<file path="src/rtl/piano_pkg.sv">
// Shared keyboard tone-section constants: key/voice counts, note indices and the
// half-period table the voice generators use (clk_sys cycles at 100 MHz).
package piano_pkg;

  localparam int NUM_KEYS   = 21;
  localparam int NUM_VOICES = 4;
  localparam int KEY_W      = 5;
  localparam int VOICE_W    = $clog2(NUM_VOICES);
  localparam int HALF_W     = 19;

  // White-key note indices, three octaves from C3.
  localparam logic [KEY_W-1:0] C3 = 5'd0,  D3 = 5'd1,  E3 = 5'd2,  F3 = 5'd3;
  localparam logic [KEY_W-1:0] G3 = 5'd4,  A3 = 5'd5,  B3 = 5'd6;
  localparam logic [KEY_W-1:0] C4 = 5'd7,  D4 = 5'd8,  E4 = 5'd9,  F4 = 5'd10;
  localparam logic [KEY_W-1:0] G4 = 5'd11, A4 = 5'd12, B4 = 5'd13;
  localparam logic [KEY_W-1:0] C5 = 5'd14, D5 = 5'd15, E5 = 5'd16, F5 = 5'd17;
  localparam logic [KEY_W-1:0] G5 = 5'd18, A5 = 5'd19, B5 = 5'd20;

  // 100 MHz / (2 * f), indexed by note index.
  localparam logic [HALF_W-1:0] HALF_PERIOD [NUM_KEYS] = '{
    19'd382226, 19'd340524, 19'd303372, 19'd286346, 19'd255105, 19'd227273, 19'd202477,
    19'd191113, 19'd170262, 19'd151686, 19'd143173, 19'd127553, 19'd113636, 19'd101238,
    19'd95557,  19'd85131,  19'd75843,  19'd71586,  19'd63776,  19'd56818,  19'd50619
  };

  typedef enum logic {
    IDLE  = 1'b0,
    ALLOC = 1'b1
  } allocState_e;

endpackage

</file>
<file path="src/rtl/voice_allocator_if.sv">
// Key-in / voice-out bundle between key scan, the allocator and the tone generators.
interface voice_allocator_if;
  import piano_pkg::*;

  logic [NUM_KEYS-1:0]         key;
  logic [NUM_VOICES-1:0]       voice_valid;
  logic [NUM_VOICES*KEY_W-1:0] voice_key;
  logic [NUM_VOICES-1:0]       voice_start;
  logic                        dropped;
  logic                        busy;

  modport master (
    output key,
    input  voice_valid, voice_key, voice_start, dropped, busy
  );

  modport slave (
    input  key,
    output voice_valid, voice_key, voice_start, dropped, busy
  );

endinterface

</file>
<file path="src/rtl/prio_enc_lsb.sv">
// Lowest-set-bit encoder: index of the lowest asserted request plus a found flag.
module prio_enc_lsb #(
  parameter int WIDTH = 4,
  parameter int IDX_W = 2
) (
  input  logic [WIDTH-1:0] req,
  output logic [IDX_W-1:0] idx,
  output logic             found
);

  always_comb begin
    idx = '0;
    for (int i = WIDTH - 1; i >= 0; i--) begin
      if (req[i]) idx = IDX_W'(i);
    end
  end

  assign found = |req;

endmodule

</file>
<file path="src/rtl/voice_allocator.sv">
// Maps held keys onto a small pool of shared tone voices, one allocation per cycle,
// lowest pending note first, no voice stealing.
//
//   state | meaning
//   IDLE  | no press waiting for a voice
//   ALLOC | servicing the lowest pending press this cycle
module voice_allocator
  import piano_pkg::*;
(
  input logic              clk,
  input logic              rst_n,
  voice_allocator_if.slave bus
);

  allocState_e state, stateNext;

  logic [NUM_KEYS-1:0]         keyQ, pending, pendingNext, pressEv;
  logic [NUM_VOICES-1:0]       voiceValid, validNext;
  logic [NUM_VOICES-1:0]       voiceStart, startNext;
  logic [NUM_VOICES*KEY_W-1:0] voiceKey, voiceKeyNext;
  logic                        droppedQ, droppedNext;

  logic [KEY_W-1:0]   selKey;
  logic               selFound;
  logic [VOICE_W-1:0] freeIdx;
  logic               freeFound;

  assign pressEv = bus.key & ~keyQ;

  prio_enc_lsb #(.WIDTH(NUM_KEYS), .IDX_W(KEY_W)) uPendSel (
    .req   (pending),
    .idx   (selKey),
    .found (selFound)
  );

  // Free select sees registered valids, so a voice released this cycle is not reusable yet.
  prio_enc_lsb #(.WIDTH(NUM_VOICES), .IDX_W(VOICE_W)) uFreeSel (
    .req   (~voiceValid),
    .idx   (freeIdx),
    .found (freeFound)
  );

  always_comb begin
    stateNext    = state;
    pendingNext  = pending | pressEv;
    validNext    = voiceValid;
    voiceKeyNext = voiceKey;
    startNext    = '0;
    droppedNext  = 1'b0;

    for (int v = 0; v < NUM_VOICES; v++) begin
      if (voiceValid[v] && !bus.key[voiceKey[v*KEY_W +: KEY_W]]) validNext[v] = 1'b0;
    end

    case (state)
      IDLE: begin
        if (pendingNext != '0) stateNext = ALLOC;
      end
      ALLOC: begin
        if (selFound) begin
          // Cleared after the OR so a re-press of the serviced key merges into this service.
          pendingNext[selKey] = 1'b0;
          if (bus.key[selKey]) begin
            if (freeFound) begin
              validNext[freeIdx]                   = 1'b1;
              voiceKeyNext[freeIdx*KEY_W +: KEY_W] = selKey;
              startNext[freeIdx]                   = 1'b1;
            end else begin
              droppedNext = 1'b1;
            end
          end
        end
        if (pendingNext == '0) stateNext = IDLE;
      end
      default: stateNext = IDLE;
    endcase
  end

  always_ff @(posedge clk or negedge rst_n) begin
    if (!rst_n) begin
      state      <= IDLE;
      keyQ       <= '0;
      pending    <= '0;
      voiceValid <= '0;
      voiceKey   <= '0;
      voiceStart <= '0;
      droppedQ   <= 1'b0;
    end else begin
      state      <= stateNext;
      keyQ       <= bus.key;
      pending    <= pendingNext;
      voiceValid <= validNext;
      voiceKey   <= voiceKeyNext;
      voiceStart <= startNext;
      droppedQ   <= droppedNext;
    end
  end

  assign bus.voice_valid = voiceValid;
  assign bus.voice_key   = voiceKey;
  assign bus.voice_start = voiceStart;
  assign bus.dropped     = droppedQ;
  assign bus.busy        = |pending;

endmodule

</file>
<file path="src/flat_wrapper.sv">
// flat-port wrapper written by rule: the top's interface ports become plain ports
module voice_allocator_flat import piano_pkg::*;
  (clk, rst_n, bus_key, bus_voice_valid, bus_voice_key, bus_voice_start, bus_dropped, bus_busy);
  voice_allocator_if bus_i ();
  input logic clk;
  input logic rst_n;
  input wire logic [$bits(bus_i.key)-1:0] bus_key;
  output wire logic [$bits(bus_i.voice_valid)-1:0] bus_voice_valid;
  output wire logic [$bits(bus_i.voice_key)-1:0] bus_voice_key;
  output wire logic [$bits(bus_i.voice_start)-1:0] bus_voice_start;
  output wire logic [$bits(bus_i.dropped)-1:0] bus_dropped;
  output wire logic [$bits(bus_i.busy)-1:0] bus_busy;
  assign bus_i.key = bus_key;
  assign bus_voice_valid = bus_i.voice_valid;
  assign bus_voice_key = bus_i.voice_key;
  assign bus_voice_start = bus_i.voice_start;
  assign bus_dropped = bus_i.dropped;
  assign bus_busy = bus_i.busy;
  voice_allocator u_core (.clk(clk), .rst_n(rst_n), .bus(bus_i));
endmodule
</file>
<file path="config.mk">
export PLATFORM = sky130hd
export DESIGN_NAME = voice_allocator_flat
export DESIGN_NICKNAME = d
export VERILOG_FILES = /design/src/rtl/piano_pkg.sv /design/src/rtl/voice_allocator_if.sv /design/src/rtl/prio_enc_lsb.sv /design/src/rtl/voice_allocator.sv /design/src/flat_wrapper.sv
export SDC_FILE = /design/constraint.sdc
export NUM_CORES = 1
export LEC_CHECK = 0
export ABC_AREA = 1
export CORE_AREA = 2 2 90 92
export CTS_CLUSTER_DIAMETER = 60
export DETAILED_ROUTE_END_ITERATION = 10
export DIE_AREA = 0 0 92 94
export PLACE_DENSITY_LB_ADDON = 0.05
export SETUP_SLACK_MARGIN = 0.5
export SLEW_MARGIN = 10
export SYNTH_ARGS = -nofsm -noshare
export SYNTH_HDL_FRONTEND = slang
export SYNTH_SLANG_ARGS = --single-unit
</file>
<file path="constraint.sdc">
create_clock -name clk -period 4.3 [get_ports clk]
set_clock_uncertainty 0.2 [all_clocks]
set_input_delay 0.86 -clock clk [delete_from_list [all_inputs] [get_ports clk]]
set_output_delay 0.86 -clock clk [all_outputs]
set_load 0.05 [all_outputs]
</file>
==> results of run 1 <==
-- layout make-up --
| cell class | instances | area [µm²] |
|---|---|---|
| Clock inverter | 6 | 68.8 |
| Timing Repair Buffer | 53 | 526 |
| Multi-Input combinational cell | 461 | 2300 |
| Fill cell | 676 | 2330 |
| Clock buffer | 10 | 128 |
| Inverter | 89 | 334 |
| Sequential cell | 72 | 1800 |
| Tap cell | 102 | 128 |
-- registers in the layout, indices dropped and copies added, names as in the netlist --
register,count
u_core.bus.dropped,1
u_core.bus.voice_key,20
u_core.state,1
u_core.bus.voice_start,4
u_core.keyQ,21
u_core.bus.voice_valid,4
u_core.pending,21
-- logic make-up (layout without fill, tap and decap cells) --
group / after synthesis / count (layout) / synth area share
DFF: 72 / 72 / 0.399
buffers and inverters: 105 / 158 / 0.0928
and+or+nand+nor: 298 / 298 / 0.305
adders and majority gates: 8 / 8 / 0.0222
AOI/OAI and AO/OA: 155 / 155 / 0.181
-- power groups by stage --
stage / Clock (W) / Sequential (W) / Combinational, W
after floorplan: 0 / 0.00108 / 0.00107
after global placement: 0 / 0.000946 / 0.00160
after detailed placement: 0 / 0.000949 / 0.00162
after CTS: 0.000552 / 0.000937 / 0.00163
after global routing: 0.000579 / 0.000961 / 0.00181
final: 0.000551 / 0.000943 / 0.00167
-- cell usage after synthesis --
library cell	instances	area [µm²]
nand3b_1	3	22.5
buf_6	3	33.8
nor2_2	2	12.5
a21oi_1	48	240
nand2_2	3	18.8
o41ai_1	2	17.5
nand2_4	5	56.3
nor3_1	17	85.1
dfrtp_1	72	1800
a21oi_4	2	32.5
o21ai_0	96	480
inv_1	86	323
inv_2	1	3.75
clkinv_1	2	7.51
nand3_1	40	200
o311ai_0	2	17.5
and3_1	1	6.26
nor2_1	42	158
o21bai_1	1	7.51
ha_1	8	100
nand2_1	139	522
or4_1	1	7.51
nand3_2	2	20.0
o211ai_1	1	7.51
o21ai_1	3	15.0
nand4_1	36	225
buf_2	2	10.0
nor4_1	7	43.8
clkbuf_1	11	41.3
-- metal layers --
layer,part of all wire,wire length (µm)
met5,0,0
met4,0.056,813
met3,0.070,1010
met2,0.49,7070
met1,0.38,5570
-- worst max-delay path, cell delays in order (launching register included) --
cell,delay [ps]
dfrtp_1,410
nor4_1,400
nand2_1,130
inv_1,120
nand3_1,110
clkdlybuf4s50_1,720
-- worst max-delay path by stage --
stage / startpoint / endpoint / slack (ps)
floorplan: u_core.bus.voice_valid[0] / u_core.bus.voice_key[4] / 1520
global placement: bus_key[11] / u_core.bus.voice_valid[0] / 1020
detailed placement: bus_key[15] / u_core.bus.voice_valid[1] / 1010
CTS: u_core.pending[12] / bus_busy / 990
global route: u_core.pending[18] / u_core.bus.voice_valid[1] / 730
finish: u_core.pending[12] / bus_busy / 980
-- metrics by stage --
stage	hold WS (ps)	util	instances	total power, W
2_1_floorplan	295	-	638	0.00216
3_3_place_gp	317	0.668	777	0.00254
3_5_place_dp	320	0.668	777	0.00257
4_1_cts	338	0.694	793	0.00312
5_1_grt	366	0.694	793	0.00335
6_report	338	0.694	793	0.00316
==> out/results.ini, run 1 <==
[global_route]
grt_max_degree = 73
met2_usage = 0.604
met1_usage = 0.401
grt_pass1_wl_mm = 22.8
grtUsageTotal = 0.345
first_global_vias = 4683
met3_usage = 0.0449
busiest_layer = met2
grt_overflow = 0
antenna_found_initial = 0

[die]
ios = 53
rows = 32
die_area_um2 = 8650
die_w_um = 92
initial_core_util = 0.594
core_area_um2 = 7610
chipHeight_um = 94

[sta]
setup_ws_ps = 978
max_freq_mhz = 301
setup_viol = 0
fin_crit_sh = 0.773
maxSlewViolCount = 0
finalSetupTns_ps = 0
slew_headroom = 0.402
rsz0062_at_grt = false
finalHoldViolations = 0
period_minus_slack_ps = 3320
tightestPinTransition_ps = 897

[synthesis]
synth_warnings = 0
ys_seq_area_frac = 0.399
synth_cell_types = 29
ys_ff_latch = 72
syn_avg_cell_area_um2 = 7.08
synth_nets = 669
synth_area_um2 = 4520
syn_inst = 638

[worst_setup_path]
rr_startpoint = u_core.pending[18]
r2r-end = u_core.bus.voice_valid[1]
cp_data_required_time_ps = 3240
start_kind = register
r2r_setup_slack_ps = 1050
arrival_ps = 2260
ff2ff_path_depth = 27
worstSetupPathType = register to output port
endpoint_kind = output port
worstPathMaxFanout = 3

[route]
post_drt_wl_per_cell_um = 18.2
via_per_inst = 6.07
vias = 4810
dr.pass1.iters = 5
wl_mm = 14.5
ant_nets = 0
drc_errors = 0
drtIter0Drc = 328

[hold_path]
hold_path_depth = 2
min_path_type = register to register
hold_path.startpoint = u_core.bus.voice_key[19]
hold_path_end = u_core.bus.voice_key[19]

[placed_design]
routabilityCongestion = 1.05
io_buffers = 52
place_area_um2 = 5080
place_ws_ps = 1010
hpwlAfterDp_mm = 10.7

[pwr]
ir_drop_uv = 453
clkPwrFrac = 0.174
power.switching_w = 0.00163
switching_share = 0.514
comb_power_share = 0.527
p_leak_nw = 2.30
pwr-share-seq = 0.298
internal_power_w = 0.00153
power.density_nw_per_um2 = 598

[cells_and_area]
final_cell_mix = nand2_1, o21ai_0, inv_1, dfrtp_1, clkdlybuf4s50_1
area.growth.synth_to_final_pct = 16.9
antenna_cells = 0
fin_nets = 717
drive_above_1_share = 0.0463
layout_commonest_cell = nand2_1
fin_area_um2 = 5280

[cts]
hold_buffers = 0
cts_tree = built
cts_buffer_depth = 2
root_buffer = clkbuf_8
clkLatencyLatePin_ps = 360
clkTransAtPathRegs_ps = 80
cts_sinks = 72
htreeDepth = 3
cts_resized = 0
post_cts_buffers = 0
cts_buffers = 9

[flow_run]
drv_cap = 0

[outcome]
status = finished clean

Power figures use the tool's default switching activity.
==> run 2: changes to the inputs <==
Settings changed: CORE_AREA 2 2 90 92 to 2 2 98 100, DIE_AREA 0 0 92 94 to 0 0 100 102.
Clock period 4.3 ns to 2.8 ns, I/O delays scaled along.
==> run 2 against run 1 <==
  * The run now ends with negative setup slack left
  * Global-route usage decreased by 1.6 points
  * Cell area increased by 20%
  * Largest cell class unchanged
  * Sequential share of layout area decreased by 5.8 points
  * Critical path depth increased by 26
  * Hold slack got worse by 180 ps
  * Highest routed layer unchanged
  * Sequential power increased by 45%
==> out/results.ini, run 2 (synthesized netlist as in run 1, its figures left out) <==
[worst_setup_path]
cp_data_required_time_ps = 2880
rr_startpoint = u_core.pending[18]
arrival_ps = 3020
ff2ff_path_depth = 31
worstPathMaxFanout = 11
max_stage_delay_ps = 400
start_kind = register
r2r-end = u_core.bus.voice_valid[2]
endpoint_kind = register
worstSetupPathType = register to register
cp_common_cell = nand2_1
r2r_setup_slack_ps = -140
slowest_stage = dfrtp_1

[sta]
rsz0062_at_grt = true
slew_headroom = 0.376
maxSlewViolCount = 0
tightestPinTransition_ps = 936
max_freq_mhz = 341
fin_crit_sh = 1.05
period_minus_slack_ps = 2940
setup_viol = 30
finalHoldViolations = 0
setup_ws_ps = -136
holdWs_ps = 157

[die]
rows = 35
die_w_um = 100
die_area_um2 = 10200
initial_core_util = 0.496
core_area_um2 = 9110
ios = 53
chipHeight_um = 102

[cells_and_area]
fin_nets = 813
drive_above_1_share = 0.213
fin_area_um2 = 6360
fill_cells = 769
layout_commonest_cell = nand2_1
area.growth.synth_to_final_pct = 40.9
antenna_cells = 0
final_cell_mix = nand2_1, buf_4, inv_1, o21ai_0, dfrtp_1

[route]
dr.pass1.iters = 6
vias = 5132
drtIter0Drc = 284
wl_mm = 16.4
ant_nets = 0
post_drt_wl_per_cell_um = 18.3
drc_errors = 0
via_per_inst = 5.71

[hold_path]
min_path_type = primary input to async pin

[pwr]
ir_drop_uv = 817
power_w = 0.00609
p_leak_nw = 3.00
power.density_nw_per_um2 = 957

[cts]
clkLatencyLatePin_ps = 350
root_buffer = clkbuf_8
cts_sinks = 72
cts_tree = built
htreeDepth = 3
cts_buffers = 9
cts_buffer_depth = 2
clkTransAtPathRegs_ps = 80

[placed_design]
routabilityCongestion = 0.963
place_area_um2 = 5700
io_buffers = 52
hpwlAfterDp_mm = 12.0

[outcome]
status = finished, violations left
failed_checks = negative setup slack

[global_route]
antenna_found_initial = 0
grtUsageTotal = 0.329
grt_pass1_wl_mm = 25.6
first_global_vias = 5015
grt_max_degree = 73
grt_overflow = 0

[flow_run]
drv_cap = 0

-- run 2: power by group --
part / switching (W) / internal, W / total [W] / leakage (nW)
Clock: 0.000418 / 0.000640 / 0.00106 / 0.126
Combinational: 0.00232 / 0.00135 / 0.00367 / 2.03
Sequential: 0.000162 / 0.00120 / 0.00137 / 0.845
Total: 0.00290 / 0.00319 / 0.00609 / 3.00
-- run 2: cell type report --
| cell class | instances | area [µm²] | area share |
|---|---|---|---|
| inverters | 89 | 337 | 0.0529 |
| well taps | 111 | 139 | 0.0218 |
| flip-flops and latches | 72 | 1800 | 0.284 |
| multi-input cells | 463 | 2570 | 0.404 |
| repair buffers | 147 | 1260 | 0.198 |
| clock buffers | 11 | 151 | 0.0238 |
| clock inverters | 5 | 103 | 0.0161 |
-- run 2: timing repair --
item,CTS,global route
pin swaps,15,14
gates cloned,2,0
hold buffers,0,0
setup endpoints to repair,69,53
resized for setup,84,19
buffers inserted,13,2
-- run 2: routing by layer --
layer,wire length (µm),track usage,vias up
li1,-,-,2447
met1,6270,0.381,2359
met2,7970,0.571,256
met3,1100,0.0602,70
met4,1080,0.200,0
met5,0,0,-
-- run 2: per-stage QoR --
step | util | cells | TNS, ps | worst slack (ps)
2_1_floorplan | - | 638 | 0 | 292
3_3_place_gp | 0.626 | 865 | -5380 | -249
3_5_place_dp | 0.626 | 865 | -7650 | -317
4_1_cts | 0.689 | 896 | -1240 | -79.4
5_1_grt | 0.698 | 898 | -8130 | -308
6_report | 0.698 | 898 | -2760 | -136
-- run 2: worst max-delay path by stage --
stage | slack [ps] | cells after the start | start | to
after global routing | -310 | 31 | u_core.pending[18] | u_core.bus.voice_key[10]
after global placement | -250 | 24 | u_core.pending[18] | u_core.state
after CTS | -80 | 31 | u_core.pending[18] | u_core.bus.voice_key[10]
after floorplan | 290 | 31 | u_core.pending[18] | u_core.bus.voice_key[12]
after detailed placement | -320 | 30 | u_core.pending[18] | u_core.bus.voice_valid[2]
final | -140 | 31 | u_core.pending[18] | u_core.bus.voice_valid[2]
-- run 2: critical path: cells and delay by family, from the launching register on --
family,cells,cell delay [ps]
AO/OA/AOI/OAI,2,340
flip-flops,1,400
buffers and inverters,4,410
AND/OR/NAND/NOR,25,1500
==> run 3: changes to the inputs <==
==> constraint.sdc (replaced) <==
create_clock -name clk -period 2.8 [get_ports clk]
set_clock_uncertainty 0.2 [all_clocks]
set_input_delay 0.56 -clock clk [delete_from_list [all_inputs] [get_ports clk]]
set_output_delay 0.56 -clock clk [all_outputs]
set_load 0.01 [all_outputs]
==> run 3 against run 2 <==
  * The flow still finishes with violations (negative setup slack)
  * Sequential power rose by 4%
  * Die area did not move
  * Non-clock buffer count did not move
  * Global-route usage fell by 0.63 points
  * Combinational power fell by 4%
  * Clock-buffer cell count fell by 1
  * Setup slack got worse by 49 ps
  * Total power fell by 2.9%
  * Routed wire length fell by 1.9%
  * Hold slack got worse by 25 ps
  * Clock power fell by 9.8%
  * Critical path type unchanged
  * Largest cell class unchanged
  * Highest routed layer unchanged
==> out/results.ini, run 3 (synthesized netlist as in run 1, its figures left out) <==
[outcome]
status = finished, violations left
failed_checks = negative setup slack

[pwr]
p_leak_nw = 2.89
power_w = 0.00591
power.density_nw_per_um2 = 920
ir_drop_uv = 663

[placed_design]
io_buffers = 52
routabilityCongestion = 0.942
hpwlAfterDp_mm = 12.0

[sta]
setup_ws_ps = -184
setup_viol = 30
period_minus_slack_ps = 2980
holdWs_ps = 132
slew_headroom = 0.384
max_freq_mhz = 335
fin_crit_sh = 1.07
maxSlewViolCount = 0
finalHoldViolations = 0
tightestPinTransition_ps = 924
rsz0062_at_grt = true

[worst_setup_path]
worst-path-buf-inv = 4
worstPathMaxFanout = 11
cp_data_required_time_ps = 2880
r2r_setup_slack_ps = -180
start_kind = register
cp_common_cell = nand2_1
crit_family = simple AND/OR/NAND/NOR gates
arrival_ps = 3060
max_stage_delay_ps = 410
endpoint_kind = register
ff2ff_path_depth = 31
rr_startpoint = u_core.pending[18]
r2r-end = u_core.bus.voice_valid[2]
slowest_stage = dfrtp_1
worstSetupPathType = register to register

[cts]
cts_tree = built
clkLatencyLatePin_ps = 360
cts_buffers = 9
cts_sinks = 72
root_buffer = clkbuf_8
hold_buffers = 0
cts_buffer_depth = 2
clkTransAtPathRegs_ps = 80
htreeDepth = 3

[cells_and_area]
fill_cells = 765
antenna_cells = 0
area.growth.synth_to_final_pct = 42.2
postLayoutCoreUtil = 0.705
fin_nets = 812
layout_commonest_cell = nand2_1
drive_above_1_share = 0.235
final_cell_mix = nand2_1, buf_4, inv_1, o21ai_0, dfrtp_1

[route]
ant_nets = 0
post_drt_wl_per_cell_um = 17.9
vias = 5066
dr.pass1.iters = 5
via_per_inst = 5.65
wl_mm = 16.1
drc_errors = 0
drtIter0Drc = 313

[hold_path]
min_path_type = primary input to async pin

[die]
initial_core_util = 0.496
die_w_um = 100
ios = 53
rows = 35
core_area_um2 = 9110
die_area_um2 = 10200
chipHeight_um = 102

[global_route]
antenna_found_initial = 0
first_global_vias = 4925
grt_max_degree = 73
grt_overflow = 0
grt_pass1_wl_mm = 25.1
grtUsageTotal = 0.323

[flow_run]
drv_cap = 0

==> run 3: cell types whose count changed in the layout (fill, tap and decap cells not counted), sizes merged, moves of 2 or more <==
| cell | delta |
|---|---|
| clkdlybuf4s50 | +24 |
| dlymetal6s2s | -3 |
| dlygate4sd2 | -21 |
| inv | +2 |
==> run 3: metrics by stage <==
stage                     TNS, ps  std cells  setup WS, ps  cell area (µm²)
final                       -3000        897          -184             6420
after global routing       -11750        897          -446             6420
after CTS                   -2180        887          -116             6180
after detailed placement    -8600        862          -368             5670
after global placement      -7000        862          -302             5670
after floorplan                 0        638           293             4520
==> run 3: metal layers <==
metal,vias up,share of wire,GRT usage
li1,2447,-,-
met1,2356,0.40,0.374
met2,200,0.50,0.583
met3,63,0.050,0.0561
met4,0,0.048,0.154
met5,-,0,0
==> run 3: worst max path at each step <==
| stage | start | to | depth (start not counted) |
|---|---|---|---|
| after floorplan | u_core.pending[18] | u_core.bus.voice_key[11] | 31 |
| after global placement | u_core.pending[18] | u_core.state | 27 |
| after detailed placement | u_core.pending[18] | u_core.bus.voice_valid[3] | 30 |
| after CTS | u_core.pending[18] | u_core.bus.voice_key[19] | 31 |
| after global routing | u_core.pending[18] | u_core.bus.voice_valid[2] | 29 |
| final | u_core.pending[18] | u_core.bus.voice_valid[2] | 31 |
==> run 3: timing repair <==
action / CTS / global route
resized for setup: 67 / 40
endpoints found under the setup margin: 53 / 55
hold endpoints to repair: 0 / 0
pin swaps: 20 / 13
setup buffers: 8 / 10
cloned: 1 / 0
==> run 3: layout make-up <==
| type | count | area [µm²] | area share |
|---|---|---|---|
| Clock inverter | 6 | 90.1 | 0.0140 |
| Multi-Input combinational cell | 462 | 2610 | 0.406 |
| Inverter | 89 | 339 | 0.0528 |
| Sequential cell | 72 | 1810 | 0.281 |
| Timing Repair Buffer | 147 | 1300 | 0.202 |
| Clock buffer | 10 | 138 | 0.0214 |
| Tap cell | 111 | 139 | 0.0216 |
==> run 3: power by group <==
group          total, W  leakage [nW]  internal (W)  switching, W
Combinational   0.00354          1.94       0.00152       0.00202
Sequential      0.00142         0.840       0.00121      0.000208
Clock          0.000956         0.113      0.000531      0.000425
Total           0.00591          2.89       0.00326       0.00266
